`config.mk`:
```
export PLATFORM = sky130hd
export DESIGN_NAME = pipeline_hazard_ctrl
export DESIGN_NICKNAME = d
export VERILOG_FILES = /design/src/rtl/mips_pkg.sv /design/src/rtl/mdu_sequencer.sv /design/src/rtl/pipeline_hazard_ctrl.sv
export SDC_FILE = /design/constraint.sdc
export NUM_CORES = 1
export LEC_CHECK = 0
export BUFFER_PORTS_ARGS = -buffer_cell sky130_fd_sc_hd__buf_2
export CORE_MARGIN = 4
export CORE_UTILIZATION = 45
export CTS_BUF_LIST = sky130_fd_sc_hd__clkbuf_8
export CTS_CLUSTER_DIAMETER = 80
export DETAILED_ROUTE_END_ITERATION = 6
export GPL_TIMING_DRIVEN = 1
export HOLD_SLACK_MARGIN = 0.03
export PLACE_DENSITY = 0.77
export SLEW_MARGIN = 15
export SYNTH_ARGS = -nofsm -noshare
export SYNTH_HDL_FRONTEND = slang
export SYNTH_SLANG_ARGS = --single-unit
export TNS_END_PERCENT = 100
```
`constraint.sdc`:
```
create_clock -name clk -period 5.85 [get_ports clk]
set_clock_uncertainty 0.15 [all_clocks]
set_input_delay 0.2925 -clock clk [delete_from_list [all_inputs] [get_ports clk]]
set_output_delay 0.2925 -clock clk [all_outputs]
set_load 0.05 [all_outputs]
```
`src/rtl/mips_pkg.sv`:
```
`default_nettype none
// ============================================================================
//  Module      : mips_pkg
//  Description : Shared types and constants for the 5-stage MIPS pipeline
//                control blocks: memory-wait FSM state encoding, NOP word
//                and default register-address width.
//  Revision    : 1.0 - initial release
// ============================================================================
package mips_pkg;

    // Default width of a register-file address (32 GPRs)
    localparam int MIPS_REG_W = 5;

    // sll $0,$0,0 - what a flushed IF/ID register holds
    localparam logic [31:0] NOP = 32'h0000_0000;

    // Memory-wait FSM of the hazard controller
    typedef enum logic [1:0] {
        ST_RUN      = 2'd0,
        ST_MEM_WAIT = 2'd1,
        ST_ERROR    = 2'd2
    } mem_state_t;

endpackage : mips_pkg
`default_nettype wire

```
`src/rtl/mdu_sequencer.sv`:
```
`default_nettype none
// ============================================================================
//  Module      : mdu_sequencer
//  Description : Tracks the multi-cycle mult/div unit. Qualifies the start
//                pulse and counts down the remaining latency; the unit runs
//                independently of pipeline freezes.
//  Ports       : clk, rst          - clock / async active-high reset
//                i_mdu_op          - ID instruction is mult/div
//                i_block           - start not allowed this cycle
//                o_mdu_start       - one-cycle operand-latch pulse
//                o_mdu_busy        - unit is computing
//  Revision    : 1.0 - initial release
// ============================================================================
module mdu_sequencer #(
    parameter int MDU_LATENCY = 32
) (
    input  logic clk,
    input  logic rst,
    input  logic i_mdu_op,
    input  logic i_block,
    output logic o_mdu_start,
    output logic o_mdu_busy
);

    localparam int CNT_W = (MDU_LATENCY > 2) ? $clog2(MDU_LATENCY) : 1;

    logic [CNT_W-1:0] r_mdu_cnt;

    assign o_mdu_busy  = (r_mdu_cnt != '0);
    assign o_mdu_start = i_mdu_op & ~o_mdu_busy & ~i_block;

    // Loaded with LATENCY-1 so busy drops exactly MDU_LATENCY cycles after
    // the start cycle; decrements regardless of pipeline state.
    always_ff @(posedge clk or posedge rst) begin
        if (rst) begin
            r_mdu_cnt <= '0;
        end else if (o_mdu_start) begin
            r_mdu_cnt <= CNT_W'(MDU_LATENCY - 1);
        end else if (o_mdu_busy) begin
            r_mdu_cnt <= r_mdu_cnt - CNT_W'(1);
        end
    end

endmodule : mdu_sequencer
`default_nettype wire

```
`src/rtl/pipeline_hazard_ctrl.sv`:
```
`default_nettype none
// ============================================================================
//  Module      : pipeline_hazard_ctrl
//  Description : Stall/flush sequencer for the 5-stage MIPS pipeline.
//                Resolves load-use, EX redirect, data-memory wait and MDU
//                busy hazards; drives PC / pipeline-register enables and
//                flushes. Owns no datapath.
//  Ports       : clk, reset               - clock / async active-high reset
//                id_rs, id_rt, id_uses_rt - ID-stage source operands
//                id_mdu_op, id_mdu_read   - ID is mult/div, mfhi/mflo
//                ex_mem_read, ex_rt       - EX holds a load to ex_rt
//                ex_redirect              - EX taken branch/jump
//                mem_req, mem_ready       - data-memory handshake
//                pc_en .. mem_wb_bubble   - pipeline control
//                mdu_start, mdu_busy      - MDU control/status
//                mem_err                  - sticky memory timeout
//                stall_cycles             - saturating pc_en=0 counter
//  Revision    : 1.0 - initial release
// ============================================================================
module pipeline_hazard_ctrl
    import mips_pkg::*;
#(
    parameter int REG_W       = MIPS_REG_W,
    parameter int MDU_LATENCY = 32,
    parameter int MEM_TIMEOUT = 255
) (
    input  logic             clk,
    input  logic             reset,
    input  logic [REG_W-1:0] id_rs,
    input  logic [REG_W-1:0] id_rt,
    input  logic             id_uses_rt,
    input  logic             id_mdu_op,
    input  logic             id_mdu_read,
    input  logic             ex_mem_read,
    input  logic [REG_W-1:0] ex_rt,
    input  logic             ex_redirect,
    input  logic             mem_req,
    input  logic             mem_ready,
    output logic             pc_en,
    output logic             if_id_en,
    output logic             if_id_flush,
    output logic             id_ex_en,
    output logic             id_ex_flush,
    output logic             ex_mem_en,
    output logic             mem_wb_bubble,
    output logic             mdu_start,
    output logic             mdu_busy,
    output logic             mem_err,
    output logic [31:0]      stall_cycles
);

    localparam int WAIT_W = $clog2(MEM_TIMEOUT + 1);

    mem_state_t        r_state;
    mem_state_t        w_state_nxt;
    logic [WAIT_W-1:0] r_wait_cnt;
    logic [WAIT_W-1:0] w_wait_cnt_nxt;
    logic              r_mem_err;
    logic              w_mem_err_nxt;
    logic [31:0]       r_stall_cycles;

    logic w_freeze;
    logic w_load_use;
    logic w_mdu_stall;
    logic w_mdu_block;

    // ------------------------------------------------------------------
    // Hazard detection
    // ------------------------------------------------------------------
    // Freeze takes effect in the very cycle the miss is first seen, before
    // the FSM has left RUN.
    assign w_freeze = ((r_state == ST_RUN)      & mem_req & ~mem_ready) |
                      ((r_state == ST_MEM_WAIT) & ~mem_ready)           |
                       (r_state == ST_ERROR);

    // $0 is hard-wired zero, so a load targeting it never creates a hazard
    assign w_load_use = ex_mem_read & (ex_rt != '0) &
                        ((ex_rt == id_rs) | (id_uses_rt & (ex_rt == id_rt)));

    assign w_mdu_stall = mdu_busy & (id_mdu_op | id_mdu_read);

    assign w_mdu_block = reset | w_freeze | ex_redirect | w_load_use;

    // ------------------------------------------------------------------
    // MDU tracking
    // ------------------------------------------------------------------
    mdu_sequencer #(
        .MDU_LATENCY (MDU_LATENCY)
    ) u_mdu_seq (
        .clk         (clk),
        .rst         (reset),
        .i_mdu_op    (id_mdu_op),
        .i_block     (w_mdu_block),
        .o_mdu_start (mdu_start),
        .o_mdu_busy  (mdu_busy)
    );

    // ------------------------------------------------------------------
    // Memory-wait FSM
    // ------------------------------------------------------------------
    always_ff @(posedge clk or posedge reset) begin
        if (reset) begin
            r_state    <= ST_RUN;
            r_wait_cnt <= '0;
            r_mem_err  <= 1'b0;
        end else begin
            r_state    <= w_state_nxt;
            r_wait_cnt <= w_wait_cnt_nxt;
            r_mem_err  <= w_mem_err_nxt;
        end
    end

    always_comb begin
        w_state_nxt    = r_state;
        w_wait_cnt_nxt = r_wait_cnt;
        w_mem_err_nxt  = r_mem_err;
        case (r_state)
            ST_RUN: begin
                if (mem_req & ~mem_ready) begin
                    w_state_nxt    = ST_MEM_WAIT;
                    w_wait_cnt_nxt = WAIT_W'(1);
                end
            end
            ST_MEM_WAIT: begin
                if (mem_ready) begin
                    w_state_nxt    = ST_RUN;
                    w_wait_cnt_nxt = '0;
                end else if (r_wait_cnt == WAIT_W'(MEM_TIMEOUT)) begin
                    w_state_nxt   = ST_ERROR;
                    w_mem_err_nxt = 1'b1;
                end else begin
                    w_wait_cnt_nxt = r_wait_cnt + WAIT_W'(1);
                end
            end
            ST_ERROR: begin
                // terminal until reset
            end
            default: begin
                w_state_nxt    = ST_RUN;
                w_wait_cnt_nxt = '0;
            end
        endcase
    end

    assign mem_err = r_mem_err;

    // ------------------------------------------------------------------
    // Priority mux: reset > freeze > redirect > MDU stall > load-use
    // ------------------------------------------------------------------
    always_comb begin
        pc_en         = 1'b1;
        if_id_en      = 1'b1;
        if_id_flush   = 1'b0;
        id_ex_en      = 1'b1;
        id_ex_flush   = 1'b0;
        ex_mem_en     = 1'b1;
        mem_wb_bubble = 1'b0;
        if (reset) begin
            pc_en         = 1'b0;
            if_id_en      = 1'b0;
            id_ex_en      = 1'b0;
            ex_mem_en     = 1'b0;
            if_id_flush   = 1'b1;
            id_ex_flush   = 1'b1;
            mem_wb_bubble = 1'b1;
        end else if (w_freeze) begin
            pc_en         = 1'b0;
            if_id_en      = 1'b0;
            id_ex_en      = 1'b0;
            ex_mem_en     = 1'b0;
            mem_wb_bubble = 1'b1;
        end else if (ex_redirect) begin
            if_id_flush = 1'b1;
            id_ex_flush = 1'b1;
        end else if (w_mdu_stall | w_load_use) begin
            // hold PC and IF/ID, inject one bubble into EX
            pc_en       = 1'b0;
            if_id_en    = 1'b0;
            id_ex_flush = 1'b1;
        end
    end

    // ------------------------------------------------------------------
    // Stall statistics (saturating)
    // ------------------------------------------------------------------
    always_ff @(posedge clk or posedge reset) begin
        if (reset) begin
            r_stall_cycles <= '0;
        end else if (~pc_en && (r_stall_cycles != '1)) begin
            r_stall_cycles <= r_stall_cycles + 32'd1;
        end
    end

    assign stall_cycles = r_stall_cycles;

endmodule : pipeline_hazard_ctrl
`default_nettype wire

```
==> results.cfg <==
[status]
status = finished clean

[placed_design]
dp_slack_ps = 3270
placed_area_um2 = 3000
gp_congestion = 0.839
numPortBuffers = 65
place_hpwl_um = 4180

[logic_synthesis]
synth_seq_cells = 48
synth.avg_cell_area_um2 = 9.76
synth_area_leaders = dfrtp_1 46%, xor2_1 14%, nor3_1 4.2%, nand2_1 3.4%, nand4_1 2.4%
ys_types = 40
netlist_area_um2 = 2640
yosysWarnings = 0
yosys_most_used_dff = dfrtp_1
syn_inst = 270
synth_top_cell_by_area = dfrtp_1
synth_edf_count = 0
synth-seq-area-share_pct = 45.6
synth.top_cell.area_share_pct = 45.6
async_flop_share_pct = 100
synthesis.nets = 298

[power_and_ir_drop]
pwr_density_cell_nw_per_um2 = 312
p_leak_uw = 0.00163
peakVddDrop_uv = 302

[setup_path]
crit_path_max_fanout = 32
critPathLaunchType = register
cp_cell_sequence = inv_1 > ha_1 > nor4b_2 > or3_1 > and3_1 > buf_4 > inv_1 > nand2_1 > buf_2
arrival_ps = 2460
path_buf_inv = 4
crit_path_frequent_cell = inv_1
reg2reg_depth = 8
crit_family = simple AND/OR/NAND/NOR gates
critical_path_class = reg -> out
slowest_stage = dfrtp_1
max_stage_delay_ps = 400
cp_num_cells = 9
critical_path.endpoint_type = output port
cp_data_required_time_ps = 5410

[final_layout]
design_area_um2 = 3110
antennaDiodeCount = 0
nNetsFinal = 363
fin_util_pct = 55.4
syn_to_final_growth_pct = 18.0
drive_gt1_share_pct = 24.7

[sta]
timing.final.crit_share_pct = 49.6
grt_setup_unrepaired = no
worst_slack_ps = 2950
finalSetupViolations = 0
slew_viol_final = 0
max_freq_ghz = 0.344
hold_violations = 0
final.setup.tns_ps = 0
worst-slew-pin-transition_ps = 955
finalCriticalPeriod_ps = 2900
relSlewSlack_pct = 36.2

[clock_network]
cts.path.max_buffers = 2
htree_num_levels = 2
cts_made_buffers = 5
root_buffer = clkbuf_8
cts_tree = done
clock_latency_ps = 300
cts_sinks = 48
postCtsHoldBufs = 0
cts_resized = 0
path_clk_slew_ps = 90
cts_setup_buffers = 0

[grt]
antenna_found_initial = 0
grt_max_degree = 50
grt_first_pass_wirelength_um = 9650
grt_usage_pct = 16.3
grt_pass1_vias = 2125
grt_overflow = 0

[drt]
drtAntennaViolNets = 0
vias = 2133
vias_per_cell = 5.23
wl_per_cell_um = 13.6
drc_errors = 0
drt_iter0_drc = 94
finalWirelength_um = 5550
dr.pass1.iters = 4

[floorplan]
coreArea_um2 = 5610
chipHeight_um = 84.5
start_util_pct = 47.0
ios = 66
die_x_um = 84.5
rows = 27
die_area_um2 = 7140

[hold_path]
min_path_type = in -> async

[flow_run]
max-cap-violations = 0
cells in the mapped netlist, drive strengths merged (3+ instances only):
library cell and instances:
buf 7, and2 4, nor2b 3, and3 3, nand2b 3, nand3 12
nor3 22, ha 4, nand4 10, nor3b 7, xor2 41, dfrtp 48
nor2 16, and4 4, xnor2 6, nor4b 4, o21ai 12, a21oi 3
nand2 25, nor4 8, inv 9, or3 5
area by class of cell:
| class | instances | area (um^2) |
|---|---|---|
| tap | 72 | 90.1 |
| sequential | 48 | 1200 |
| clock buffer | 5 | 68.8 |
| inverter | 9 | 33.8 |
| clock inverter | 3 | 38.8 |
| fill | 528 | 2500 |
| timing repair buffer | 66 | 333 |
| multi-input combinational | 205 | 1340 |
flip-flops by register name, indices dropped and copies added, names as in the netlist:
register,flops
mem_err,1
r_state,2
r_wait_cnt,8
stall_cycles,32
u_mdu_seq.r_mdu_cnt,5
routing by layer:
layer / vias to the layer above / global-route usage [%] / share of wire [%]
met4: 0 / 5.04 / 1.6
met3: 11 / 4.02 / 4.5
li1: 1076 / - / -
met2: 35 / 27.6 / 49
met1: 1011 / 20.4 / 45
met5: - / 0 / 0
power by group:
group          internal [uW]  switching [uW]  total [uW]
logic                   94.3             214         309
clock network            125             107         232
registers                378            52.5         430
total                    597             374         971
per-stage QoR:
step / std cells / power, uW / hold WS [ps]
after floorplan: 270 / 669 / 326
after global placement: 400 / 739 / 303
after detailed placement: 400 / 746 / 305
after CTS: 408 / 978 / 118
after global routing: 408 / 1030 / 175
final: 408 / 971 / 73.9
cell usage in the layout (no fill, tap or decap), types with 2 or more instances in the layout:
master	count
or3_1	5
inv_1	9
nor2_1	16
nand3_1	12
nor4_1	6
and2_1	4
nor4_2	2
nor4b_2	2
nor4b_1	2
clkbuf_8	5
dfrtp_1	48
and4_1	4
nand2b_1	3
a21o_1	2
nor2b_1	3
ha_1	4
a21oi_1	3
and3_1	3
nand2_1	24
o21ai_0	11
buf_2	65
or4_1	2
xnor2_1	6
nor3b_1	7
nor3_1	22
xor2_1	41
nand4_1	10
logic make-up (layout without fill, tap and decap cells):
family | Yosys count | after routing | share of synthesized area [%]
flops | 48 | 48 | 45.6
buf+inv | 17 | 83 | 3.42
fa+ha+maj | 4 | 4 | 1.90
mux | 1 | 1 | 0.427
simple gates | 130 | 130 | 27.7
compound gates | 23 | 23 | 5.37
xor+xnor | 47 | 47 | 15.6
worst paths after layout:
kind	slack [ps]	startpoint	end
setup / recovery	2950	u_mdu_seq.r_mdu_cnt[0]	if_id_en
hold / removal	70	reset	stall_cycles[23]
setup reg to reg	3300	u_mdu_seq.r_mdu_cnt[0]	stall_cycles[1]
hold reg to reg	330	mem_err	mem_err
max in group asynchronous	4890	reset	stall_cycles[3]
min in group clk	190	mem_ready	r_wait_cnt[0]
(Power assumes the default switching activity.)
